## config.mk

```make
export PLATFORM = sky130hd
export DESIGN_NAME = adc_acq_sequencer
export DESIGN_NICKNAME = d
export VERILOG_FILES = /design/src/rtl/adc_seq_pkg.sv /design/src/rtl/adc_acq_sequencer_timer.sv /design/src/rtl/adc_acq_sequencer.sv
export SDC_FILE = /design/constraint.sdc
export NUM_CORES = 1
export LEC_CHECK = 0
export CORE_MARGIN = 4
export CORE_UTILIZATION = 30
export CTS_BUF_LIST = sky130_fd_sc_hd__clkbuf_4 sky130_fd_sc_hd__clkbuf_8
export DETAILED_ROUTE_END_ITERATION = 8
export SYNTH_ARGS = -nofsm -noshare
export SYNTH_HDL_FRONTEND = slang
export SYNTH_HIERARCHICAL = 1
export SYNTH_SLANG_ARGS = --single-unit
```

## constraint.sdc

```tcl
create_clock -name clk -period 4.38 [get_ports clk]
set_input_delay 0.438 -clock clk [delete_from_list [all_inputs] [get_ports clk]]
set_output_delay 0.438 -clock clk [all_outputs]
set_load 0.005 [all_outputs]
```

## src/rtl/adc_seq_pkg.sv

```systemverilog
// Shared types and constants for the ADC acquisition sequencer.
// Register map, CTRL bit positions, FSM encoding and reset defaults.
package adc_seq_pkg;

  typedef enum logic [1:0] {
    IDLE      = 2'd0,
    WAIT_TRIG = 2'd1,
    RUN       = 2'd2
  } seq_state_e;

  localparam logic [7:0] ADDR_CTRL     = 8'h00;
  localparam logic [7:0] ADDR_INTERVAL = 8'h01;
  localparam logic [7:0] ADDR_NSAMPLES = 8'h02;
  localparam logic [7:0] ADDR_NPACKETS = 8'h03;

  localparam int CTRL_ARM_BIT        = 0;
  localparam int CTRL_ABORT_BIT      = 1;
  localparam int CTRL_TRIG_MODE_BIT  = 2;
  localparam int CTRL_CONTINUOUS_BIT = 3;

  localparam int DEFAULT_INTERVAL = 160;
  localparam int DEFAULT_NSAMPLES = 4095;

  localparam logic [15:0] OVERRUN_MAX = 16'hFFFF;

  // A packet total of zero means a single packet
  function automatic logic [31:0] clamp_npackets(input logic [31:0] value);
    return (value == 32'd0) ? 32'd1 : value;
  endfunction

endpackage

```

## src/rtl/adc_acq_sequencer_timer.sv

```systemverilog
// Modulo-N interval counter. tick reports that the count about to be loaded is 0,
// so a caller registering its strobe from tick lands it in the zero-count cycle.
module adc_interval_timer #(
  parameter int W = 16
) (
  input  logic         clk,
  input  logic         reset_n,
  input  logic         clear,
  input  logic         enable,
  input  logic [W-1:0] modulus,
  output logic         tick
);

  logic [W-1:0] count_r;
  logic [W-1:0] count_next_s;

  // Next count: clear wins, otherwise advance and wrap at modulus-1
  always_comb begin
    count_next_s = count_r;
    if (clear) begin
      count_next_s = {W{1'b0}};
    end else if (enable) begin
      if (count_r >= (modulus - W'(1))) begin
        count_next_s = {W{1'b0}};
      end else begin
        count_next_s = count_r + W'(1);
      end
    end else begin
      count_next_s = count_r;
    end
  end

  assign tick = (count_next_s == {W{1'b0}});

  // Count register
  always_ff @(posedge clk or negedge reset_n) begin
    if (!reset_n) begin
      count_r <= {W{1'b0}};
    end else begin
      count_r <= count_next_s;
    end
  end

endmodule

```

## src/rtl/adc_acq_sequencer.sv

```systemverilog
// Run controller for the LTC2308 acquisition path: shadows host config, waits for
// the inject trigger, paces conversion starts and counts packets and overruns.
module adc_acq_sequencer #(
  parameter int INTERVAL_W       = 16,
  parameter int DEFAULT_INTERVAL = adc_seq_pkg::DEFAULT_INTERVAL,
  parameter int DEFAULT_NSAMPLES = adc_seq_pkg::DEFAULT_NSAMPLES
) (
  input  logic        clk,
  input  logic        reset_n,
  input  logic [7:0]  cmd_addr,
  input  logic [31:0] cmd_data,
  input  logic        cmd_valid,
  input  logic        trig_in,
  input  logic        sink_ready,
  input  logic        accum_valid,
  output logic        adc_start,
  output logic [11:0] number_of_samples,
  output logic        busy,
  output logic        done,
  output logic [15:0] overrun_count,
  output logic [1:0]  state
);

  import adc_seq_pkg::*;

  localparam logic [INTERVAL_W-1:0] INTERVAL_MIN = INTERVAL_W'(2);
  localparam logic [INTERVAL_W-1:0] INTERVAL_RST = INTERVAL_W'(DEFAULT_INTERVAL);
  localparam logic [11:0]           NSAMPLES_RST = 12'(DEFAULT_NSAMPLES);

  seq_state_e            state_r;
  logic [INTERVAL_W-1:0] interval_shd_r, interval_act_r;
  logic [11:0]           nsamples_shd_r, nsamples_act_r;
  logic [31:0]           npackets_shd_r, npackets_act_r, pkt_cnt_r;
  logic [1:0]            mode_shd_r;   // {CONTINUOUS, TRIG_MODE}
  logic                  continuous_act_r, trig_prev_r;
  logic                  adc_start_r, busy_r, done_r;
  logic [15:0]           overrun_r;

  logic                  wr_ctrl_s, abort_s, arm_s, trig_fall_s, pkt_s, finish_s;
  logic                  run_next_s, tick_next_s, timer_clear_s, timer_en_s;
  logic [1:0]            mode_next_s;
  logic [INTERVAL_W-1:0] interval_wr_s;

  // Decode host writes and this cycle's run events
  always_comb begin
    wr_ctrl_s   = cmd_valid && (cmd_addr == ADDR_CTRL);
    abort_s     = wr_ctrl_s && cmd_data[CTRL_ABORT_BIT];
    arm_s       = wr_ctrl_s && cmd_data[CTRL_ARM_BIT] && !abort_s && (state_r == IDLE);
    trig_fall_s = trig_prev_r && !trig_in;
    pkt_s       = accum_valid && (state_r == RUN) && !abort_s;
    finish_s    = pkt_s && !continuous_act_r && (pkt_cnt_r == (npackets_act_r - 32'd1));
    timer_clear_s = (state_r != RUN);
    timer_en_s    = (state_r == RUN);
    if (wr_ctrl_s) begin
      mode_next_s = {cmd_data[CTRL_CONTINUOUS_BIT], cmd_data[CTRL_TRIG_MODE_BIT]};
    end else begin
      mode_next_s = mode_shd_r;
    end
    if (cmd_data[INTERVAL_W-1:0] < INTERVAL_MIN) begin
      interval_wr_s = INTERVAL_MIN;
    end else begin
      interval_wr_s = cmd_data[INTERVAL_W-1:0];
    end
    // The start strobe is registered, so it is decided from where the FSM is heading
    case (state_r)
      IDLE:      run_next_s = arm_s && !mode_next_s[0];
      WAIT_TRIG: run_next_s = !abort_s && trig_fall_s;
      RUN:       run_next_s = !abort_s && !finish_s;
      default:   run_next_s = 1'b0;
    endcase
  end

  adc_interval_timer #(
    .W(INTERVAL_W)
  ) u_interval_timer (
    .clk     (clk),
    .reset_n (reset_n),
    .clear   (timer_clear_s),
    .enable  (timer_en_s),
    .modulus (interval_act_r),
    .tick    (tick_next_s)
  );

  // Host-visible shadow configuration and trigger history
  always_ff @(posedge clk or negedge reset_n) begin
    if (!reset_n) begin
      interval_shd_r <= INTERVAL_RST;
      nsamples_shd_r <= NSAMPLES_RST;
      npackets_shd_r <= 32'd1;
      mode_shd_r     <= 2'b00;
      trig_prev_r    <= 1'b0;
    end else begin
      trig_prev_r <= trig_in;
      mode_shd_r  <= mode_next_s;
      if (cmd_valid) begin
        case (cmd_addr)
          ADDR_INTERVAL: interval_shd_r <= interval_wr_s;
          ADDR_NSAMPLES: nsamples_shd_r <= cmd_data[11:0];
          ADDR_NPACKETS: npackets_shd_r <= clamp_npackets(cmd_data);
          default:       interval_shd_r <= interval_shd_r;
        endcase
      end
    end
  end

  // Sequencer FSM, active config, counters and registered outputs
  always_ff @(posedge clk or negedge reset_n) begin
    if (!reset_n) begin
      state_r          <= IDLE;
      interval_act_r   <= INTERVAL_RST;
      nsamples_act_r   <= NSAMPLES_RST;
      npackets_act_r   <= 32'd1;
      continuous_act_r <= 1'b0;
      pkt_cnt_r        <= 32'd0;
      overrun_r        <= 16'd0;
      adc_start_r      <= 1'b0;
      busy_r           <= 1'b0;
      done_r           <= 1'b0;
    end else begin
      adc_start_r <= run_next_s && tick_next_s;
      done_r      <= finish_s;
      if (abort_s) begin
        state_r   <= IDLE;
        busy_r    <= 1'b0;
        pkt_cnt_r <= 32'd0;
      end else begin
        case (state_r)
          IDLE: begin
            if (arm_s) begin
              state_r          <= mode_next_s[0] ? WAIT_TRIG : RUN;
              busy_r           <= 1'b1;
              pkt_cnt_r        <= 32'd0;
              overrun_r        <= 16'd0;
              interval_act_r   <= interval_shd_r;
              nsamples_act_r   <= nsamples_shd_r;
              npackets_act_r   <= npackets_shd_r;
              continuous_act_r <= mode_next_s[1];
            end
          end
          WAIT_TRIG: begin
            if (trig_fall_s) begin
              state_r <= RUN;
            end
          end
          RUN: begin
            if (pkt_s) begin
              pkt_cnt_r <= pkt_cnt_r + 32'd1;
              if (!sink_ready && (overrun_r != OVERRUN_MAX)) begin
                overrun_r <= overrun_r + 16'd1;
              end
            end
            if (finish_s) begin
              state_r <= IDLE;
              busy_r  <= 1'b0;
            end
          end
          default: begin
            state_r <= IDLE;
            busy_r  <= 1'b0;
          end
        endcase
      end
    end
  end

  assign adc_start         = adc_start_r;
  assign number_of_samples = nsamples_act_r;
  assign busy              = busy_r;
  assign done              = done_r;
  assign overrun_count     = overrun_r;
  assign state             = state_r;

endmodule

```

Word-level counts from Yosys, hierarchy flattened

Index checks and enable logic that the tools add are counted.

Bits in read-only memories: 0
Memories: 0
Bits in writable memories: 0
Logic and storage cells: 100
Register bits: 193
Output and inout port bits: 33
Input port bits: 46
Bits in latches: 0

Equal/unequal tests: 16
Multiplexer cells: 25
Magnitude comparators: 2
Reductions and logical operators: 35
$mul: 0
Shifts and indexed selects: 0
Bitwise gates (word level): 1
Add/subtract/negate cells: 5
Divide/modulo/power cells: 0

Operator list:

| operator              | count |
|---|---|
| $mux 32               | 4 |
| $mux 16               | 7 |
| $pmux 32 s2           | 1 |
| $add 16x1->16 const B | 2 |
| $add 32x1->32 const B | 1 |
| $eq 32x32->1          | 1 |
| $logic_not 32->1      | 1 |
| $pmux 16 s2           | 1 |
| $sub 32x1->32 const B | 1 |
| $eq 8x2->1 const B    | 2 |
| $ge 16x16->1          | 1 |
| $logic_not 16->1      | 1 |
| $lt 16x2->1 const B   | 1 |
| $ne 16x16->1 const B  | 1 |
| $sub 16x1->16 const B | 1 |
| $logic_and 1x1->1     | 15 |
| $mux 2                | 6 |
| $ne 3x3->1 const B    | 4 |
| $reduce_and 3->1      | 4 |
| $eq 8x1->1 const B    | 1 |
| $logic_not 8->1       | 1 |
| $ne 2x2->1 const B    | 4 |
| $logic_not 1->1       | 6 |
| $pmux 1 s3            | 2 |
| 11 further kinds      | 15 |

Depth between registers and ports, before layout

Gate-level depths: netlist of run 1.

Depth after elaboration: 11
Gate-level depth with buffers: 16
Mapped depth without buffers: 15

Cells and area by module

The synthesis of run 1 kept the hierarchy.

Modules (own cells, without submodules):

| module             | instances | seq. area each (um2) | area each (um2) | cells each |
|---|---|---|---|---|
| adc_acq_sequencer  | 1         | 4466.8               | 9024.9          | 954 |
| adc_interval_timer | 1         | 400.4                | 1619.1          | 183 |

Worst setup path after synthesis of run 1

No wires, ideal clock.

Path kind: reg-to-reg
Start point: reg interval_act_r[4]
End point: reg adc_start_r, in the netlist adc_start
Setup time: 0.122 ns
Path buffers: 1
Required time: 4.258 ns
Stages on the path, launching flop included: 17
Period minus slack after synthesis: 3.341 ns
Setup slack: 1.039 ns
Arrival time: 3.219 ns
Cell sequence: dfrtp_1 or3_1 nor3_2 nand3_1 or2_1 nor3_1 xnor2_1 ha_1 a21o_1 a21o_1 a21o_1 a21o_1 a211o_1 buf_4 a41o_1 nand2b_1 a21oi_1

Word-level cells in the longest chain between the ends: 7

RTL lines:

| element                  | line                          | text |
|---|---|---|
| start: declaration       | adc_acq_sequencer.sv:31       | `logic [INTERVAL_W-1:0] interval_shd_r, interval_act_r;` |
| start signal: assignment | adc_acq_sequencer.sv:134      | `interval_act_r <= interval_shd_r;` |
| $sub 16x1->16            | adc_acq_sequencer_timer.sv:23 | `if (count_r >= (modulus - W'(1))) begin` |
| $ge 16x16->1             | adc_acq_sequencer_timer.sv:23 |  |
| $mux 16                  | adc_acq_sequencer_timer.sv:23 |  |
| $mux 16                  | adc_acq_sequencer_timer.sv:22 | `end else if (enable) begin` |
| $mux 16                  | adc_acq_sequencer_timer.sv:20 | `if (clear) begin` |
| $logic_not 16->1         | adc_acq_sequencer_timer.sv:33 | `assign tick = (count_next_s == {W{1'b0}});` |
| named net tick_next_s    | adc_acq_sequencer.sv:40       | `logic run_next_s, tick_next_s, timer_clear_s, timer_en_s;` |
| $logic_and 1x1->1        | adc_acq_sequencer.sv:120      | `adc_start_r <= run_next_s && tick_next_s;` |
| end signal: assignment   | adc_acq_sequencer.sv:120      |  |
| end: declaration         | adc_acq_sequencer.sv:36       | `logic adc_start_r, busy_r, done_r;` |

The timed path passes the listed nets, and every way through them passes these cells.
A chain may end at the register's enable or synchronous reset.

Worst setup path after layout of run 1

Ends and elaborated chain as after synthesis.

==> results of run 1 <==
through the flow:
stage / utilization / worst slack (ns) / cells
finish: 0.354 / 0.588 / 1675
global route: 0.354 / 0.347 / 1675
CTS: 0.354 / 0.561 / 1675
detailed placement: 0.342 / 0.569 / 1643
global placement: 0.342 / 0.677 / 1643
floorplan: - / 1.04 / 1137
flip-flops by register name, summed over array words and instances (netlist names), 12 cells and up:
signal,count
npackets_shd_r,32
interval_act_r,16
number_of_samples,12
pkt_cnt_r,32
interval_shd_r,16
overrun_count,16
npackets_act_r,32
nsamples_shd_r,12
u_interval_timer/count_r,16
placed cells by master, fill, tap and decap left out, types with 6 or more instances in the layout:
| master | instances |
|---|---|
| a21o_1 | 14 |
| a21oi_1 | 22 |
| a31oi_1 | 8 |
| and2_1 | 7 |
| and3_1 | 17 |
| buf_4 | 17 |
| clkbuf_8 | 18 |
| clkdlybuf4s50_1 | 77 |
| dfrtp_1 | 163 |
| dfstp_2 | 30 |
| ha_1 | 25 |
| inv_1 | 26 |
| inv_8 | 7 |
| mux2_2 | 46 |
| mux2i_1 | 7 |
| nand2_1 | 273 |
| nand2b_1 | 7 |
| nand3_1 | 28 |
| nand3b_1 | 8 |
| nand4_1 | 22 |
| nor2_1 | 87 |
| nor2b_1 | 6 |
| nor3_1 | 34 |
| nor3_2 | 6 |
| nor3b_1 | 6 |
| nor4_1 | 13 |
| o21ai_0 | 30 |
| or3_1 | 17 |
| xnor2_1 | 52 |
| xor2_1 | 42 |
how the worst min path moves through the flow:
stage,endpoint,cells past startpoint,slack (ns),from
3_3_place_gp,number_of_samples[4],2,0.44,number_of_samples[4]
4_1_cts,npackets_shd_r[25],1,0.06,reset_n
6_report,npackets_shd_r[25],1,0.03,reset_n
3_5_place_dp,number_of_samples[1],2,0.45,number_of_samples[1]
2_1_floorplan,adc_start,0,0.14,reset_n
5_1_grt,npackets_shd_r[23],1,0.09,reset_n
cell type report:
type	instances	area, sq um	area share
tap	455	569	0.0462
sequential	193	4870	0.395
inverter	26	97.6	0.00792
clock buffer	17	234	0.0190
multi-input combinational	874	5470	0.444
clock inverter	15	176	0.0143
timing repair buffer	95	912	0.0740
cells in the mapped netlist, types with 13 or more instances:
cell and n:
ha_1 25, mux2_2 46, xnor2_1 52, a21o_1 14
clkbuf_1 28, nor2_1 87, a21oi_1 22, nand4_1 22
or3_1 17, inv_1 26, nor3_1 35, nand2_1 274
nor4_1 13, and3_1 17, nand3_1 29, o21ai_0 30
dfrtp_1 163, xor2_1 42, dfstp_2 30
cells by family (layout without fill, tap and decap cells):
group	after synthesis	in the layout	share of synthesized area
AND/OR/NAND/NOR	578	578	0.269
AO/OA/AOI/OAI	124	124	0.0811
buffers and inverters	70	153	0.0302
adder cells (fa/ha/maj)	25	25	0.0294
multiplexers	53	53	0.0552
flip-flops	193	193	0.457
XOR/XNOR	94	94	0.0773
metal layers:
| metal | global-route usage | share of wire | up-vias |
|---|---|---|---|
| met2 | 0.207 | 0.43 | 170 |
| met1 | 0.213 | 0.51 | 4075 |
| li1 | - | - | 4078 |
| met4 | 0.0383 | 0.016 | 0 |
| met3 | 0.0318 | 0.045 | 28 |
| met5 | 0 | 0 | - |
power groups by stage:
stage / Clock, mW / Sequential (mW) / Combinational, mW
final: 1.23 / 1.94 / 0.551
after global routing: 1.34 / 1.95 / 0.608
after CTS: 1.28 / 1.94 / 0.557
after detailed placement: 0 / 1.97 / 0.553
after global placement: 0 / 1.97 / 0.546
after floorplan: 0 / 1.95 / 0.318
==> out/summary.txt, run 1 <==
status - finished, final reports clean
RSZ-0062 raised after global routing - false
Cell variety after synth - 81
clock power share - 0.330
combinational power share - 0.148
Die W - 196 um
max-slew violations - 0
DP HPWL - 20000 um
# clock sinks - 193
# DRC - 0
Worst-path clk slew - 0.11 ns
GRT Total Usage - 0.142
Post-synth ARST share - 1.00
setup repair bufs after CTS - 0
mapped cell area - 10600 sq um
period utilization - 0.866
gr ovfl total - 0
Num CTS Buffers - 17
initial core utilization - 0.306
sequential area share after synthesis - 0.457
class of the worst hold path - in2async
cell mode on critical path - a21o_1
setup_tns - 0 ns
CP endpoint - adc_start
largest area contributor in the synthesized netlist - dfrtp_1
Std-Cell Rows - 68
Area Growth Syn to Fin - 15.8%
vias in the first global route - 8114
share of Yosys cell area claimed by the top area cell type - 0.383
sw power - 1.17 mW
syn nets - 1208
Critical Path, Cell by Cell - or3_1, nor3_2, nand3_1, or2_1, nor3_1, xnor2_1, ha_1, a21o_1, a21o_1, a21o_1, a21o_1, a211o_1, a41o_1, nand2b_1, a21oi_1
final instance area - 12300 sq um
largest net degree at the start of global routing - 112
relative slew slack - 0.241
worst vdd ir - 0.000178 V
Power Internal - 2.55 mW
# fillers - 3531
r2r setup slk - 0.59 ns
final wirelength - 27100 um
Initial DRT Pass Iterations - 5
worst-margin pin slew - 1.13 ns
CP top delay family - compound AO/OA/AOI/OAI gates
sw frac - 0.315
critical path's slowest cell - a211o_1
critical path endpoint category - flop
CTS tree - done
full die area - 38600 sq um
initial antenna violation count - 0
CP arrival - 4.17 ns
DR WL/cell - 16.2 um
Pleak - 5.74 nW
core box area - 34800 sq um
# nets final - 1278
Buf/Inv on CP - 0
FF-to-FF End - adc_start
IO Port Bufs - 78
total power - 3.72 mW
Final Skew - 0.0173 ns
maxcap violations - 0
routed via count - 8351
GPL Wtd Cong - 0.879
Synth area leaders - dfrtp_1, nand2_1, dfstp_2, mux2_2, xnor2_1
final hold violations - 0
max incr delay on CP - 0.49 ns
CP Launch Type - flop
CP startpoint - interval_act_r[4]
Die Ht - 196 um
1st-iter DRT viols - 557
Final min period - 3.79 ns
pwr/cell area - 302 nW/um^2
number of synthesized flops with an enable pin - 0
share of post-route cells with drive strength above 1 - 0.132
first-pass GRT wire length - 44500 um
FMAX - 264 MHz
Post-synth top flop - dfrtp_1
Antenna diodes - 0
crit-path max FO - 17
DP Area - 11900 sq um
Seq pwr share - 0.522
Setup Crit Path Kind - reg2reg
number of gates resized after cts - 0
# IOs - 79
Crit path depth - 15
CP required - 4.76 ns
H-Tree Depth - 4
Mapped Cells - 1137
setup violators final - 0
buffer depth of the longest clock path - 2
worst hold slack - 0.0346 ns
Crit Reg-Reg Startpoint - interval_act_r[4]
FF+latch count, synth - 193
cts hold-fix bufs - 0
Root Buffer - clkbuf_8
Ys Warns - 6
Mapped Avg Cell Area - 9.36 sq um
R2R depth - 15
worst skew pair latency - 0.50 ns
Via density - 4.99
Final ANT Viol Nets - 0
(Power assumes the default switching activity.)
==> inputs of run 2 (changes only) <==
--- a/config.mk
+++ b/config.mk
@@ -8,7 +8,9 @@
 export CORE_MARGIN = 4
 export CORE_UTILIZATION = 30
 export CTS_BUF_LIST = sky130_fd_sc_hd__clkbuf_4 sky130_fd_sc_hd__clkbuf_8
+export CTS_CLUSTER_SIZE = 10
 export DETAILED_ROUTE_END_ITERATION = 8
+export PLACE_DENSITY_LB_ADDON = 0.12
 export SYNTH_ARGS = -nofsm -noshare
 export SYNTH_HDL_FRONTEND = slang
 export SYNTH_HIERARCHICAL = 1
==> constraint.sdc (replaced) <==
create_clock -name clk -period 3.71 [get_ports clk]
set_input_delay 0.371 -clock clk [delete_from_list [all_inputs] [get_ports clk]]
set_output_delay 0.371 -clock clk [all_outputs]
set_load 0.005 [all_outputs]
==> run 2 against run 1 <==
Against the previous run:
- the flow now finishes with violations (negative hold slack)
- final area up 1.0%
- first-iteration DRC count down 19%
- count of clock-buffer cells in the layout up 8
- flip-flop and latch count unchanged
- die area unchanged
- critical path type unchanged
- critical endpoint unchanged
- largest power group unchanged
==> out/summary.txt, run 2 (synthesis results as in run 1) <==
DP Area - 12000 sq um
gr ovfl total - 0
Via density - 4.89
commonest non-fill, non-tap cell in the layout - nand2_1
# nets final - 1289
GPL Wtd Cong - 0.810
status - finished with violations
buffer depth of the longest clock path - 2
Worst-path clk slew - 0.10 ns
CTS tree - done
max-slew violations - 0
Antenna diodes - 0
initial antenna violation count - 0
share of post-route cells with drive strength above 1 - 0.140
CP Launch Type - flop
biggest regs - npackets_act_r x32, npackets_shd_r x32, pkt_cnt_r x32
r2r setup slk - 0.32 ns
max incr delay on CP - 0.43 ns
Root Buffer - clkbuf_8
Final min period - 3.39 ns
first-pass GRT wire length - 47200 um
RSZ-0062 raised after global routing - false
final hold violations - 7
full die area - 38600 sq um
Pleak - 5.81 nW
cts hold-fix bufs - 0
setup_tns - 0 ns
pwr/cell area - 359 nW/um^2
Worst Setup Slack post-DPL - 0.244 ns
critical path endpoint category - flop
Final ANT Viol Nets - 0
routed via count - 8252
H-Tree Depth - 4
final core utilization - 0.358
most frequent cells in the layout - nand2_1, dfrtp_1, nor2_1, clkdlybuf4s50_1, xnor2_1
largest net degree at the start of global routing - 101
cell mode on critical path - a21o_1
Post-Layout Cell Count - 1686
period utilization - 0.914
class of the worst hold path - in2async
IO Port Bufs - 78
CP required - 4.07 ns
final instance area - 12500 sq um
Num CTS Buffers - 17
FF-to-FF End - adc_start
vias in the first global route - 8525
Area Growth Syn to Fin - 17.0%
setup ws final - 0.317 ns
R2R depth - 15
critical path's slowest cell - dfrtp_1
maxcap violations - 0
DP HPWL - 21000 um
crit-path max FO - 4
final wirelength - 28900 um
Die Ht - 196 um
worst skew pair latency - 0.48 ns
# clock sinks - 193
Critical Path, Cell by Cell - or3_1, nor3_2, nand3_1, or2_1, nor3_2, xnor2_1, ha_1, a21o_1, a21o_1, a21o_1, a21o_1, a211o_1, a41o_1, nand2b_1, a21oi_1
CP arrival - 3.76 ns
failing checks - negative hold slack
worst hold slack - -0.0362 ns
# DRC - 0
FMAX - 295 MHz
Setup Crit Path Kind - reg2reg
initial core utilization - 0.306
DR WL/cell - 17.2 um
worst-margin pin slew - 0.881 ns
GRT Total Usage - 0.152
Die W - 196 um
Final Skew - 0.0157 ns
Crit Reg-Reg Startpoint - interval_act_r[4]
setup violators final - 0
# IOs - 79
relative slew slack - 0.413
1st-iter DRT viols - 451
total power - 4.47 mW
Initial DRT Pass Iterations - 5
Std-Cell Rows - 68
core box area - 34800 sq um
placed cell count - 1654
CP startpoint - interval_act_r[4]
# fillers - 3600
worst vdd ir - 0.000248 V
## run 2: critical path: cells and delay by family (launching register included)
family                   cells  cell delay [ns]
XOR/XNOR                     1             0.14
AND/OR/NAND/NOR              6             1.22
AO/OA/AOI/OAI                7             1.23
flip-flops                   1             0.43
adder cells (fa/ha/maj)      1             0.26
## run 2: layout make-up
cell class | count | area [sq um] | area share
Timing Repair Buffer | 106 | 1030 | 0.0829
Sequential cell | 193 | 4870 | 0.391
Multi-Input combinational cell | 874 | 5470 | 0.439
Clock inverter | 7 | 100 | 0.00804
Inverter | 26 | 97.6 | 0.00784
Clock buffer | 25 | 319 | 0.0256
Tap cell | 455 | 569 | 0.0457
## run 2: routing by layer
metal  global-route usage  wire, um
met1                0.215     14400
met2                0.244     13200
met3               0.0291       955
met4               0.0357       321
met5                    0         0
## run 2: worst max-delay path by stage
| stage | to | slack [ns] | depth (start not counted) |
|---|---|---|---|
| finish | adc_start | 0.32 | 15 |
| global route | adc_start | 0.05 | 15 |
| CTS | adc_start | 0.23 | 15 |
| detailed placement | adc_start | 0.24 | 15 |
| global placement | adc_start | 0.31 | 15 |
| floorplan | adc_start | 0.37 | 16 |
## run 2: repair_timing
item / 4_1_cts / 5_1_grt
endpoints found under the setup margin: 0 / 1
setup buffers: 0 / 0
resized for setup: 0 / 1
## run 2: power breakdown
group          switching (mW)  internal (mW)
sequential             0.0917           2.20
clock                   0.777          0.708
combinational           0.393          0.302
==> inputs of run 3 (changes only) <==
--- a/config.mk
+++ b/config.mk
@@ -10,7 +10,7 @@
 export CTS_BUF_LIST = sky130_fd_sc_hd__clkbuf_4 sky130_fd_sc_hd__clkbuf_8
 export CTS_CLUSTER_SIZE = 10
 export DETAILED_ROUTE_END_ITERATION = 8
-export PLACE_DENSITY_LB_ADDON = 0.12
+export PLACE_DENSITY = 0.58
 export SYNTH_ARGS = -nofsm -noshare
 export SYNTH_HDL_FRONTEND = slang
 export SYNTH_HIERARCHICAL = 1
==> run 3 against run 2 <==
Against the previous run:
- the flow now finishes without violations
- first-iteration DRC count rose by 12%
- combinational power fell by 3%
- non-clock buffer count fell by 3
- via count rose by 1.9%
- register-to-register slack got worse by 0.08 ns
- power fell by 4.2%
- critical path depth did not move
- fmax fell by 2.4%
- sequential share of layout area rose by 0.35 points
==> out/summary.txt, run 3 (synthesis results as in run 1) <==
Initial DRT Pass Iterations - 5
max-slew violations - 0
setup violators final - 0
1st-iter DRT viols - 506
CP endpoint - adc_start
routed via count - 8411
final hold violations - 0
total power - 4.28 mW
Pleak - 5.76 nW
global routing met3 resource utilization - 0.0241
Area Growth Syn to Fin - 16.0%
setup_tns - 0 ns
final wirelength - 27700 um
critical path endpoint category - flop
Root Buffer - clkbuf_8
CP Launch Type - flop
worst skew pair latency - 0.47 ns
met2 Resource Use GR - 0.215
pwr/cell area - 347 nW/um^2
# clock sinks - 193
first-pass GRT wire length - 45500 um
vias in the first global route - 8110
Setup Crit Path Kind - reg2reg
relative slew slack - 0.466
largest net degree at the start of global routing - 79
H-Tree Depth - 4
FF-to-FF End - adc_start
biggest regs - npackets_act_r x32, npackets_shd_r x32, pkt_cnt_r x32
M1 GR Usage - 0.221
cts hold-fix bufs - 1
initial antenna violation count - 0
CP arrival - 3.84 ns
FMAX - 288 MHz
# DRC - 0
Num CTS Buffers - 17
Via density - 5.00
setup repair bufs after CTS - 0
# IOs - 79
CTS tree - done
DP HPWL - 20400 um
worst-margin pin slew - 0.790 ns
maxcap violations - 0
Worst Setup Slack post-DPL - 0.240 ns
number of gates resized after cts - 0
# fillers - 3516
commonest non-fill, non-tap cell in the layout - nand2_1
Final Skew - 0.0159 ns
CP startpoint - interval_act_r[4]
Die Ht - 196 um
grt peak-use layer - met1
RSZ-0062 raised after global routing - false
R2R depth - 15
core box area - 34800 sq um
gr ovfl total - 0
GRT Total Usage - 0.145
period utilization - 0.937
Std-Cell Rows - 68
# nets final - 1286
Final ANT Viol Nets - 0
Die W - 196 um
GPL Wtd Cong - 0.889
full die area - 38600 sq um
Crit Reg-Reg Startpoint - interval_act_r[4]
worst vdd ir - 0.000189 V
IO Port Bufs - 78
Final min period - 3.48 ns
most frequent cells in the layout - nand2_1, dfrtp_1, nor2_1, clkdlybuf4s50_1, xnor2_1
buffer depth of the longest clock path - 2
class of the worst hold path - in2reg
share of post-route cells with drive strength above 1 - 0.137
DR WL/cell - 16.4 um
status - finished, final reports clean
CP required - 4.07 ns
crit-path max FO - 4
Worst-path clk slew - 0.10 ns
setup ws final - 0.235 ns
Antenna diodes - 0
r2r setup slk - 0.23 ns
initial core utilization - 0.306
run 3: cell types whose count changed in the layout (fill, tap and decap cells not counted), moves of 2 or more:
cell	delta
clkinv_2	+3
buf_12	-2
bufinv_16	-2
clkbuf_4	-2
clkbuf_8	-4
clkinv_4	+2
inv_8	+3
buf_4	-2
run 3: power by group:
part / internal (mW) / switching (mW) / leakage (nW)
combinational: 0.301 / 0.376 / 3.02
clock: 0.495 / 0.812 / 0.191
sequential: 2.20 / 0.0980 / 2.55
total: 2.99 / 1.29 / 5.76
run 3: final cells by class:
cell class                 instances  area [sq um]  area share
timing repair buffer             103           987      0.0800
multi-input combinational        874          5470       0.443
tap                              455           569      0.0461
clock inverter                    13           105     0.00851
inverter                          26          97.6     0.00791
sequential                       193          4870       0.394
clock buffer                      19           249      0.0202
run 3: per-layer routing:
metal  wire (um)  share of wire
met1       14200           0.51
met2       12100           0.44
met3         993          0.036
met4         384          0.014
met5           0              0
run 3: worst min-delay path by stage:
stage,startpoint,endpoint,slack (ns),depth (start not counted)
2_1_floorplan,reset_n,adc_start,0.08,0
3_3_place_gp,reset_n,npackets_shd_r[25],0.44,1
3_5_place_dp,reset_n,overrun_count[3],0.44,1
4_1_cts,trig_in,trig_prev_r,0.34,1
5_1_grt,trig_in,trig_prev_r,0.35,1
6_report,trig_in,trig_prev_r,0.37,1
run 3: stage by stage:
| stage | hold slack (ns) | cells | utilization | cell area, sq um |
|---|---|---|---|---|
| final | 0.366 | 1683 | 0.355 | 12300 |
| after detailed placement | 0.441 | 1650 | 0.344 | 12000 |
| after CTS | 0.337 | 1683 | 0.355 | 12300 |
| after floorplan | 0.0754 | 1137 | - | 10600 |
| after global routing | 0.352 | 1683 | 0.355 | 12300 |
| after global placement | 0.440 | 1650 | 0.344 | 12000 |
run 3: critical path, stage by stage, from the launching register on:
cell and delay [ns]:
dfrtp_1 0.42, or3_1 0.42, nor3_2 0.14, nand3_1 0.14, or2_1 0.29, nor3_1 0.20, xnor2_1 0.15, ha_1 0.26
a21o_1 0.18, a21o_1 0.18, a21o_1 0.17, a21o_1 0.17, a211o_1 0.28, a41o_1 0.23, nand2b_1 0.07, a21oi_1 0.05
